<file path="config.mk">
export PLATFORM = sky130hd
export DESIGN_NAME = dma_lane_unpacker
export DESIGN_NICKNAME = d
export VERILOG_FILES = /design/src/rtl/dma_lane_unpacker.sv
export SDC_FILE = /design/constraint.sdc
export NUM_CORES = 1
export LEC_CHECK = 0
export CAP_MARGIN = 5
export CORE_MARGIN = 2
export CORE_UTILIZATION = 33
export DETAILED_ROUTE_END_ITERATION = 8
export PLACE_DENSITY = 0.59
export SKIP_CTS_REPAIR_TIMING = 1
export SYNTH_ARGS = -nofsm -noshare
export SYNTH_HDL_FRONTEND = slang
export SYNTH_SLANG_ARGS = --single-unit
</file>
<file path="constraint.sdc">
create_clock -name clk -period 2.7 [get_ports clk]
set_clock_uncertainty 0.2 [all_clocks]
set_input_delay 0.54 -clock clk [delete_from_list [all_inputs] [get_ports clk]]
set_output_delay 0.54 -clock clk [all_outputs]
set_load 0.03 [all_outputs]
</file>
<file path="src/rtl/dma_lane_unpacker.sv">
// ============================================================================
// dma_lane_unpacker : queues 24-bit DMA lane words and emits them MSB-byte
//                     first on a valid/ready byte stream.
// Revision: 1.0
// ============================================================================
`default_nettype none

module dma_lane_unpacker #(
  parameter int DEPTH = 4
) (
  input  logic                       clk,
  input  logic                       rst_n,
  input  logic [24:0]                lane_in_i,
  input  logic                       lane_strobe_i,
  input  logic                       flush_i,
  output logic [7:0]                 byte_data_o,
  output logic                       byte_valid_o,
  input  logic                       byte_ready_i,
  output logic [$clog2(DEPTH):0]     level_o,
  output logic                       full_o,
  output logic                       overflow_o
);

  localparam int AW = $clog2(DEPTH);
  localparam int LW = AW + 1;
  localparam logic [LW-1:0] c_DEPTH = LW'(DEPTH);
  localparam logic [LW-1:0] c_ONE   = LW'(1);

  typedef enum logic [1:0] {
    S_IDLE = 2'd0,
    S_B0   = 2'd1,
    S_B1   = 2'd2,
    S_B2   = 2'd3
  } state_t;

  logic [23:0]   mem_q [DEPTH];
  logic [AW-1:0] wr_ptr_q, wr_ptr_d;
  logic [AW-1:0] rd_ptr_q, rd_ptr_d;
  logic [LW-1:0] level_q, level_d;
  logic          full_q;
  logic          overflow_q, overflow_d;

  state_t        state_q;
  logic [23:0]   shift_q;
  logic [7:0]    byte_data_q;
  logic          byte_valid_q;

  logic          w_fire;
  logic          w_pop;
  logic          w_push_req;
  logic          w_push;
  logic          w_drop;
  logic [23:0]   w_head;

  assign w_fire     = byte_valid_q & byte_ready_i;
  assign w_head     = mem_q[rd_ptr_q];
  assign w_push_req = lane_strobe_i & lane_in_i[0] & ~flush_i;

  // Pop when the serializer is idle, or as its last byte leaves, so words stream without a bubble.
  assign w_pop = ~flush_i & (level_q != '0) &
                 ((state_q == S_IDLE) | ((state_q == S_B2) & w_fire));

  // A full FIFO still accepts a word if the head leaves in the same cycle.
  assign w_push = w_push_req & ((level_q != c_DEPTH) | w_pop);
  assign w_drop = w_push_req & ~w_push;

  always_comb begin
    wr_ptr_d   = wr_ptr_q;
    rd_ptr_d   = rd_ptr_q;
    level_d    = level_q;
    overflow_d = overflow_q;
    if (flush_i) begin
      wr_ptr_d   = '0;
      rd_ptr_d   = '0;
      level_d    = '0;
      overflow_d = 1'b0;
    end else begin
      if (w_push) wr_ptr_d = wr_ptr_q + AW'(1);
      if (w_pop)  rd_ptr_d = rd_ptr_q + AW'(1);
      case ({w_push, w_pop})
        2'b10:   level_d = level_q + c_ONE;
        2'b01:   level_d = level_q - c_ONE;
        default: level_d = level_q;
      endcase
      if (w_drop) overflow_d = 1'b1;
    end
  end

  // Storage needs no reset: the pointers and level define what is valid.
  always_ff @(posedge clk) begin
    if (w_push) mem_q[wr_ptr_q] <= lane_in_i[24:1];
  end

  always_ff @(posedge clk or negedge rst_n) begin
    if (!rst_n) begin
      wr_ptr_q   <= '0;
      rd_ptr_q   <= '0;
      level_q    <= '0;
      full_q     <= 1'b0;
      overflow_q <= 1'b0;
    end else begin
      wr_ptr_q   <= wr_ptr_d;
      rd_ptr_q   <= rd_ptr_d;
      level_q    <= level_d;
      full_q     <= (level_d == c_DEPTH);
      overflow_q <= overflow_d;
    end
  end

  always_ff @(posedge clk or negedge rst_n) begin
    if (!rst_n) begin
      state_q      <= S_IDLE;
      shift_q      <= '0;
      byte_data_q  <= '0;
      byte_valid_q <= 1'b0;
    end else if (flush_i) begin
      state_q      <= S_IDLE;
      byte_valid_q <= 1'b0;
    end else begin
      case (state_q)
        S_IDLE: begin
          if (w_pop) begin
            shift_q      <= w_head;
            byte_data_q  <= w_head[23:16];
            byte_valid_q <= 1'b1;
            state_q      <= S_B0;
          end
        end
        S_B0: begin
          if (w_fire) begin
            byte_data_q <= shift_q[15:8];
            state_q     <= S_B1;
          end
        end
        S_B1: begin
          if (w_fire) begin
            byte_data_q <= shift_q[7:0];
            state_q     <= S_B2;
          end
        end
        S_B2: begin
          if (w_pop) begin
            shift_q     <= w_head;
            byte_data_q <= w_head[23:16];
            state_q     <= S_B0;
          end else if (w_fire) begin
            byte_valid_q <= 1'b0;
            state_q      <= S_IDLE;
          end
        end
        default: begin
          byte_valid_q <= 1'b0;
          state_q      <= S_IDLE;
        end
      endcase
    end
  end

  assign byte_data_o  = byte_data_q;
  assign byte_valid_o = byte_valid_q;
  assign level_o      = level_q;
  assign full_o       = full_q;
  assign overflow_o   = overflow_q;

endmodule

`default_nettype wire

</file>
# Word level (Yosys, flattened, before mapping)
# Memory sizes are Yosys's and may differ from the RTL's.
# Index checks and enable logic that the tools add are counted.
# op_classes
n_mux	26
n_bitwise	12
shift	0
n_addsub	4
reduce_logical	11
order_cmp	0
mul	0
n_div	0
n_eq_ne	16
# ops
cell	count
8-bit two-way mux	3
8-bit case mux with 3 select lines	1
2-bit two-way mux	10
3-bit != test, second input constant	6
4-bit AND reduction	3
1-bit AND	8
1-bit two-way mux	8
2-bit case mux with 4 select lines	1
2-bit == test, second input constant	3
3-bit case mux with 2 select lines	1
2-bit nonzero test	3
3-bit nonzero test	2
2-bit by 1-bit adder with 2-bit output, second input constant	2
2-bit by 1-bit == test with 1-bit output, second input constant	2
2-bit != test, second input constant	2
4-bit != test, second input constant	1
3-bit by 1-bit adder with 3-bit output, second input constant	1
3-bit == test, second input constant	1
3-bit two-way mux	1
3-bit AND reduction	1
3-bit by 1-bit subtractor with 3-bit output, second input constant	1
2-bit zero test	1
2-bit by 1-bit != test with 1-bit output, second input constant	1
1-bit NOT	2
other kinds (3)	4
# totals
reg_bits	36
inputBits	30
ramBits	96
mem_bits_ro	0
mem_count	1
latchBits	0
out_inout_bits	14
word_cells	79
# memory_table
name	words	word_bits	read_ports	rd_clocked_by_memory_dff	write_ports	line_no	text
mem_q	4	24	1	0	1	36	logic [23:0] mem_q [DEPTH];

# Longest topological paths before layout
# logic_depth
depth_word	10
depth_mapped	10

# Worst setup path before layout
# OpenSTA, ideal clock, no wires.
# synth_path
kind	reg2reg
from	register state_q[0]
to	memory mem_q[1][0], enable pin
setup_slack_ps	-127
path_stages_with_launch	7
arrival_time_ps	2244
setup_ps	383
n_path_buf	1
cell_sequence	dfrtp_1 inv_1 ha_1 a31oi_4 clkbuf_1 a311oi_1 and2_1
# synth_via
elab_chain_cells	8
word_cells_on_any_way	9
classes_between	eq/ne: 1; mux: 2; bitwise: 5; reduce/logical: 1
# synth_rtl
element	line_no	text
from (decl)	43	state_t state_q;
from (signal assigned)	112	state_q <= S_IDLE;
from (signal assigned)	117	state_q <= S_IDLE;
from (signal assigned)	126	state_q <= S_B0;
2-bit == test	61	((state_q == S_IDLE) | ((state_q == S_B2) & w_fire));
1-bit AND	61	
1-bit bitwise OR *	61	
1-bit AND *	60	assign w_pop = ~flush_i & (level_q != '0) &
1-bit bitwise OR *	64	assign w_push = w_push_req & ((level_q != c_DEPTH) | w_pop);
1-bit AND *	64	
1-bit two-way mux *	91	if (w_push) mem_q[wr_ptr_q] <= lane_in_i[24:1];
1-bit two-way mux (implied by the code) *	91	
to (decl)	36	
# Mark *: on every way between the ends. The rest lies on a longest branch, timed or not.

# Worst setup path in the final report
# layout_path
from	register state_q[0]
to	register full_q, in the netlist full_o
# layout_via
elab_chain_cells	10
word_cells_on_any_way	12
classes_between	eq/ne: 4; mux: 2; bitwise: 5; reduce/logical: 1
# layout_rtl
element	line_no	text
2-bit == test	61	
1-bit AND	61	
1-bit bitwise OR *	61	
1-bit AND *	60	
1-bit bitwise OR	64	
1-bit AND	64	
2-bit by 1-bit == test with 1-bit output / 2-bit == test (equally long branches)	80	case ({w_push, w_pop})
3-bit case mux with 2 select lines *	80	
3-bit two-way mux *	72	if (flush_i) begin
3-bit == test *	105	full_q <= (level_d == c_DEPTH);
to (signal assigned)	105	
to (decl)	40	logic full_q;
# Marked as above.
# A chain may end at the register's enable or synchronous reset.

==> results.toml <==
[yosys]
synth_most_common_cell = "edfxtp_1"
synth_commonest_cells = "96 x edfxtp_1, 36 x dfrtp_1, 24 x mux2_2, 16 x inv_1"
synthDistinctLibCells = 45
yosysSeqAreaShare_pct = 68.9
synth_fp_nets = 349
ys_ff_latch = 132
synth-async-reset-ratio_pct = 27.3
netlist_area_um2 = 5490
synth_edf_count = 96
synth.avg_cell_area_um2 = 17.7
synth_top_area_share_pct = 52.5
yosys.area.top_type = "edfxtp_1"
yosys_warnings = 0
synth-main-ff-cell = "edfxtp_1"
postSynthCellCount = 310
synth_area_leaders = "edfxtp_1 52%, dfrtp_1 16%, mux4_1 7.2%, mux2_2 4.9%, mux4_2 3.7%"

[route]
antenna_left = 0
drtIter0Drc = 219
drc_errors = 0
drtPass1Iterations = 4
routed_wl_mm = 11.3
routedWlPerCell_um = 18.2
detailroute.via_count = 3027
drt-vias-per-instance = 4.89

[sta]
relSlewSlack_pct = 36.2
post-route-period-util_pct = 95.9
final.setup.worst_slack_ns = 0.110
finalMaxSlewViolations = 0
timing.hold.ws_ns = 0.0791
hold_viol = 0
period_minus_slack_ns = 2.59
tns_ns = 0
setup_viol = 0
fmax_mhz = 386
tightestPinTransition_ns = 0.956

[worst_setup_path]
slowest_delay_ns = 0.47
end_kind = "flip-flop"
critical_path.startpoint_type = "flip-flop"
crit_fanout = 5
critPathKind = "flip-flop to flip-flop"
path_buf_inv = 0
critPathSlowestCell = "fa_1"
worst_ep_required_time_ns = 2.83
cpLargestDelayFamily = "adder cells"
cp_data_arrival_time_ns = 2.72
worstPathCellList = "ha_1 > a31oi_4 > nor4_4 > fa_1 > or3b_2 > a221oi_2"

[floorplan]
rows = 47
die_h_um = 133
die-width_um = 133
io-pin-count = 44
core-area_um2 = 16400
die-area_um2 = 17700
start_util_pct = 33.5

[cells_and_area]
antennaDiodeCount = 0
area_growth_pct = 28.6
final_cell_count_no_fill = 619
fin_nets = 425
utilization_pct = 43.1
final_area_um2 = 7070
drive_above_1_share_pct = 27.3

[placed_design]
place_inst = 586
dp_slack_ns = -0.338
io_buffer_count = 43
placed_area_um2 = 6450
place.gp.congestion = 0.789
dp_hpwl_mm = 7.40

[power]
leakagePower_nw = 2.50
ir_drop_mv = 0.493
p_total_mw = 7.01
p_per_area_nw_per_um2 = 992

[grt]
grt_max_degree = 37
grt_pass1_vias = 3275
antenna_found_initial = 0
grt_pass1_wl_mm = 18.1
grt.overflow.total = 0
track_usage_pct = 13.9

[clock_network]
path_clk_slew_ns = 0.06
cts_tree = "built"
cts_root_buf = "clkbuf_16"
clk_latency_ns = 0.42
cts_sinks = 132
clockBufferDepth = 2
htree_levels = 4
numCtsBuffers = 17

[status]
outcome = "completed"

[job]
drv_cap = 0

[worst_hold_path]
hold_class = "input pin to asynchronous set/reset pin"
report_power, final:
part	internal, mW	switching (mW)	leakage (nW)
combinational	1.03	1.09	0.906
clock	1.44	0.831	0.278
sequential	2.44	0.181	1.32
final timing paths:
| check | slack (ns) | cells after the start | end | startpoint |
|---|---|---|---|---|
| worst max-delay path | 0.11 | 6 | full_o | state_q[0] |
| worst min-delay path | 0.08 | 1 | rd_ptr_q[1] | rst_n |
| worst max register to register | 0.11 | 6 | full_o | state_q[0] |
| worst min register to register | 0.30 | 1 | byte_data_o[1] | byte_data_o[1] |
| max in group asynchronous | 1.63 | 1 | shift_q[10] | rst_n |
| min in group clk | 0.30 | 1 | byte_data_o[1] | byte_data_o[1] |
kinds of logic (layout without fill, tap and decap cells):
group / after synthesis / in the layout / share of synthesized area, %
flops: 132 / 132 / 68.9
mux: 48 / 48 / 15.8
simple gates: 43 / 43 / 4.24
compound gates: 42 / 42 / 5.51
buf+inv: 31 / 120 / 2.60
fa+ha+maj: 9 / 9 / 2.19
xor+xnor: 5 / 5 / 0.797
cell type report:
class / count / area (µm²)
clock inverters: 15 / 164
repair buffers: 72 / 756
fillers: 1456 / 9340
inverters: 16 / 60.1
multi-input cells: 147 / 1600
well taps: 220 / 275
clock buffers: 17 / 425
flip-flops and latches: 132 / 3780
per-layer routing:
metal  global-route usage (%)  routed length [µm]  vias to the layer above
li1                         -                   -                     1383
met1                     17.2                4900                     1572
met2                     23.6                5850                       55
met3                     4.21                 372                       17
met4                     4.48                 144                        0
met5                        0                   0                        -
placed cells by master, fill, tap and decap left out, drive strengths merged, types with 10 or more instances in the layout:
master	n
nor2	10
clkdlybuf4s50	42
mux2	24
buf	30
dfrtp	36
inv	17
mux4	24
clkbuf	17
edfxtp	96
a21oi	15
flip-flops by register name, indices dropped and copies added (netlist names):
signal,flops
byte_data_o,8
state_q,2
byte_valid_o,1
overflow_o,1
mem_q,96
shift_q,16
rd_ptr_q,2
full_o,1
level_o,3
wr_ptr_q,2
Power figures use the tool's default switching activity.
